$ cat config.mk
export PLATFORM = sky130hd
export DESIGN_NAME = count_checker_fifo
export DESIGN_NICKNAME = d
export VERILOG_FILES = /design/src/rtl/count_checker_fifo.sv
export SDC_FILE = /design/constraint.sdc
export NUM_CORES = 1
export LEC_CHECK = 0
export ABC_AREA = 1
export ABC_CLOCK_PERIOD_IN_PS = 2800
export CAP_MARGIN = 30
export CORE_UTILIZATION = 35
export CTS_CLUSTER_DIAMETER = 120
export DETAILED_ROUTE_END_ITERATION = 10
export GPL_TIMING_DRIVEN = 0
export PLACE_DENSITY = 0.64
export SLEW_MARGIN = 30
export SYNTH_ARGS = -nofsm -noshare
export SYNTH_HDL_FRONTEND = slang
export SYNTH_SLANG_ARGS = --single-unit
$ cat constraint.sdc
create_clock -name clk -period 2.8 [get_ports clk]
set_clock_uncertainty 0.05 [all_clocks]
set_input_delay 0.56 -clock clk [delete_from_list [all_inputs] [get_ports clk]]
set_output_delay 0.56 -clock clk [all_outputs]
set_load 0.01 [all_outputs]
$ cat src/rtl/count_checker_fifo.sv
// Error-record FIFO with an extra pointer bit for full/empty; a push into a full
// FIFO is kept only if the head leaves on the same edge, otherwise it is dropped.
module count_checker_fifo #(
  parameter int unsigned DEPTH = 4,
  parameter int unsigned W     = 16
) (
  input  logic         clk,
  input  logic         reset,
  input  logic         push,
  input  logic [W-1:0] push_data,
  output logic         full,
  input  logic         pop,
  output logic         valid,
  output logic [W-1:0] head,
  output logic         ovf
);

  localparam int unsigned AW = $clog2(DEPTH);

  logic [AW:0]  r_wr_ptr;
  logic [AW:0]  r_rd_ptr;
  logic [W-1:0] r_mem [DEPTH];
  logic         r_ovf;
  logic         w_do_pop;
  logic         w_do_push;

  always_comb begin
    valid     = (r_wr_ptr != r_rd_ptr);
    full      = (r_wr_ptr[AW] != r_rd_ptr[AW]) &&
                (r_wr_ptr[AW-1:0] == r_rd_ptr[AW-1:0]);
    w_do_pop  = pop && valid;
    w_do_push = push && (!full || w_do_pop);
    head      = valid ? r_mem[r_rd_ptr[AW-1:0]] : '0;
    ovf       = r_ovf;
  end

  always_ff @(posedge clk or negedge reset) begin
    if (!reset) begin
      r_wr_ptr <= '0;
      r_rd_ptr <= '0;
      r_ovf    <= 1'b0;
    end else begin
      if (w_do_push) r_wr_ptr <= r_wr_ptr + (AW+1)'(1);
      if (w_do_pop)  r_rd_ptr <= r_rd_ptr + (AW+1)'(1);
      if (push && !w_do_push) r_ovf <= 1'b1;
    end
  end

  // Storage is deliberately left out of reset; only the pointers define contents.
  always_ff @(posedge clk) begin
    if (w_do_push) r_mem[r_wr_ptr[AW-1:0]] <= push_data;
  end

endmodule

==> run summary, run 1 <==
The flow ran to the end, and the final reports show no timing, DRC or antenna violations. Traced cell by cell, the critical path runs through buf_6, clkbuf_4, nor2_1, nor2_1, o21ai_0, o21ai_1, nand2_1, inv_1, clkdlybuf4s50_1. The core region is 8380 um^2. The number of global-route vias before repair was 2055. The logs give 0 for the number of slew-limit violations in the final report and 9 for the number of buffers added by the clock tree synthesis step. Together, buffers and inverters on the worst path number 4.

The cell with the largest stage delay on the worst path is sky130_fd_sc_hd__clkdlybuf4s50_1. Along the worst path, the maximum fanout reaches 10. Data on the critical path arrives at its endpoint at 2090 ps. The prevailing post-synth register cell was sky130_fd_sc_hd__edfxtp_1. The tools report the static power due to leakage as 1.49 nW. The logs give 340 ps for the insertion delay to the later sink of the worst-skew pair and 3 for the number of H-tree levels.

After detailed routing, the number of vias per cell comes to 4.66. Type of the worst setup path: flop to primary output. Entering global routing, the biggest net connects 17 pins. The number of nets in the synthesized netlist is 292. The placed wire-length estimate was 4.15 mm. The area fraction of the dominant cell type after synthesis was 0.625. Fraction of final layout cells with drive strength greater than 1: 0.120. TritonCTS built the clock tree.

Static timing analysis puts the maximum clock frequency at 371 MHz. Setup repair after global routing could not meet its margin everywhere. IR analysis of the VDD net gives a maximum drop of 427 uV.

In this run the post-CTS setup repair buffer count came out at 0. The final count of hold timing violations was 0; the starting density of the core was 0.367. 39 I/O pins were placed. Die span in x: 95.8 um. The proportion of register bits with asynchronous set or reset after synthesis was 0.0986. The die area was 9170 um^2; the sequential-to-total area share from yosys stat was 0.682. For this block, the routed nets add up to 6.31 mm of wire.

Launch point of the critical path: r_rd_ptr[0]. The design draws 4.24 mW. The commonest cells after synthesis are sky130_fd_sc_hd__edfxtp_1 (64), sky130_fd_sc_hd__nor2_1 (53), sky130_fd_sc_hd__o21ai_0 (39).

Once placement finished, the instance area stood at 3640 um^2. A synthesized cell averages 11.5 um^2. For this design the ratio of total power to cell area is 1110 nW/um^2. The logs give 21 for the count of cell types in the netlist and 267 for the number of cells produced by synthesis. Internal power comes to 2.64 mW. The logs give 429 for the non-filler instance count after layout and 0.714 for the global placement routability congestion. The most common cell in the synthesized netlist is sky130_fd_sc_hd__edfxtp_1.

The minimum clock period after layout was 2700 ps; the total vias in the final route was 1997. In this run the core area contains 33 standard-cell rows. The tools report the count of unresolved DRC violations after routing as 0. By area the synthesized netlist is led by sky130_fd_sc_hd__edfxtp_1 (62%), sky130_fd_sc_hd__nor2_1 (6.5%), sky130_fd_sc_hd__o21ai_0 (6.3%).

The synthesis warning total was 0; the quantity of I/O buffers inserted on ports was 38. At the pin with the least slew margin, the transition time is 609 ps. The reg-to-reg setup timing slack is 790 ps, and the detailed-routing iteration count for the pre-antenna-repair pass is 4. With fillers left out, the area of the finished cells amounts to 3810 um^2. The switching part of the total power was 0.377. The path class of the tightest hold or removal check is input port to async pin. The number of buffers on the longest clock path is 2, and the total global routing track utilization is 0.156.

Category of cells accounting for the largest share of critical-path delay: buffers and inverters. The clock net in this run drives a total of 71 sinks. The relative contribution of combinational cells to total power was 0.488; the cell count after placement was 413. The relative max-transition margin was 0.593. The cell area that synthesis handed to floorplanning was 3080 um^2. The total overflow left after global routing is 0. The startpoint identified for the worst register-to-register timing path is r_rd_ptr[0]. sky130_fd_sc_hd__edfxtp_1 takes more of the synthesized area than any other cell. Cell repeated most along the worst path: sky130_fd_sc_hd__nor2_1. The first global-routing pass estimated 10.0 mm of wire.

The average detailed-routed wire length per instance works out to 14.7 um. The count of final setup violators is 0, and the number of synthesized register bits is 71. From synthesis to final layout, the design area changed by 23.7%. The share of total power in the clock network is 0.159, and the number of nets in the layout is 344. The largest single stage delay on the critical path is 520 ps.

After clock tree synthesis, the clock-pin slew on the worst setup and hold paths is 70 ps. Data on the critical path is required at its endpoint by 2190 ps. The tool flagged a number of max-cap violations equal to 0. Endpoint class of the critical path: a primary output. The analysis attributes to net switching a power of 1.60 mW. The synthesized design contains 64 enable-type register cells.

The sequential share of power came out at 0.352. The initial DRC count is 98. The final cell utilization of the core is 0.454, and the initial antenna violation count is 0.

0 antenna diodes ended up in the layout. Buffer cell driving the clock tree root: sky130_fd_sc_hd__clkbuf_8. The height of the die was 95.8 um. Final cycle utilization of the critical path: 0.964. The count of nets left with antenna violations once routing finished came out at 0. Startpoint kind of the worst setup timing path: a flop.
-- layout by cell type (no fill, tap or decap), types with 4 or more instances in the layout --
cell,netlist,final
sky130_fd_sc_hd__nand2_1,34,34
sky130_fd_sc_hd__o21ai_1,9,10
sky130_fd_sc_hd__ha_1,5,5
sky130_fd_sc_hd__nand3_1,6,6
sky130_fd_sc_hd__buf_2,7,4
sky130_fd_sc_hd__clkdlybuf4s50_1,0,37
sky130_fd_sc_hd__clkbuf_8,0,9
sky130_fd_sc_hd__edfxtp_1,64,64
sky130_fd_sc_hd__o21ai_0,39,38
sky130_fd_sc_hd__dfrtp_1,7,7
sky130_fd_sc_hd__inv_1,27,27
sky130_fd_sc_hd__buf_6,4,7
sky130_fd_sc_hd__nor2_1,53,49
-- repair_timing --
action,in CTS,in global routing
hold buffers,0,0
resized for setup,0,8
endpoints found under the setup margin,0,15
-- kinds of logic (layout without fill, tap and decap cells) --
logic type                 Yosys count  after routing  synth area share
adders and majority gates            5              5            0.0203
xor gates and xnor gates             3              3            0.0146
and+or+nand+nor                     98             98             0.138
AOI/OAI and AO/OA                   49             49            0.0805
DFF                                 71             71             0.682
buffers and inverters               41             98            0.0651
-- final cells by class --
cell class	count	area [um^2]
buffer	13	103
timing repair buffer	41	417
sequential	71	2100
inverter	28	108
clock inverter	5	25.0
fill	762	4580
tap	105	131
clock buffer	11	131
multi-input combinational	155	795
-- sequential cells by signal (all words and copies together) (netlist names) --
name and flops:
r_wr_ptr 3, ovf 1, r_rd_ptr 3, r_mem 64
-- routing by layer --
metal  up-vias  track usage  part of all wire  wire (um)
met2        43        0.249              0.49       3110
met1       955        0.192              0.45       2850
met3         4       0.0387             0.043        271
met5         -            0                 0          0
met4         0       0.0883             0.013         83
li1        995            -                 -          -
-- worst paths after layout --
kind | endpoint | depth (start not counted)
setup / recovery | head[13] | 9
max in group asynchronous | r_rd_ptr[1] | 1
hold / removal | ovf | 1
min in group clk | ovf | 1
hold reg to reg | ovf | 1
setup reg to reg | r_mem[0][13] | 8
-- power by group through the flow --
| stage | sequential (mW) | clock (mW) | combinational, mW |
|---|---|---|---|
| after floorplan | 1.50 | 0 | 1.20 |
| after global placement | 1.51 | 0 | 2.00 |
| after detailed placement | 1.51 | 0 | 2.08 |
| after CTS | 1.49 | 0.692 | 2.09 |
| after global routing | 1.51 | 0.731 | 2.32 |
| final | 1.49 | 0.676 | 2.07 |
-- metrics by stage --
step / hold WS, ps / setup WS [ps] / TNS, ps
final: 428 / 102 / 0
after global routing: 438 / -13.5 / -29.8
after CTS: 431 / 58.0 / 0
after detailed placement: 416 / 306 / 0
after global placement: 407 / -414 / -19920
after floorplan: 214 / 788 / 0
Power figures use the tool's default switching activity.
==> inputs of run 2 (changes only) <==
--- a/config.mk
+++ b/config.mk
@@ -12,6 +12,7 @@
 export CTS_CLUSTER_DIAMETER = 120
 export DETAILED_ROUTE_END_ITERATION = 10
 export GPL_TIMING_DRIVEN = 0
+export HOLD_SLACK_MARGIN = 0.15
 export PLACE_DENSITY = 0.64
 export SLEW_MARGIN = 30
 export SYNTH_ARGS = -nofsm -noshare
==> results of run 2 <==
The final DEF is identical to that of run 1; final timing and power are the same.
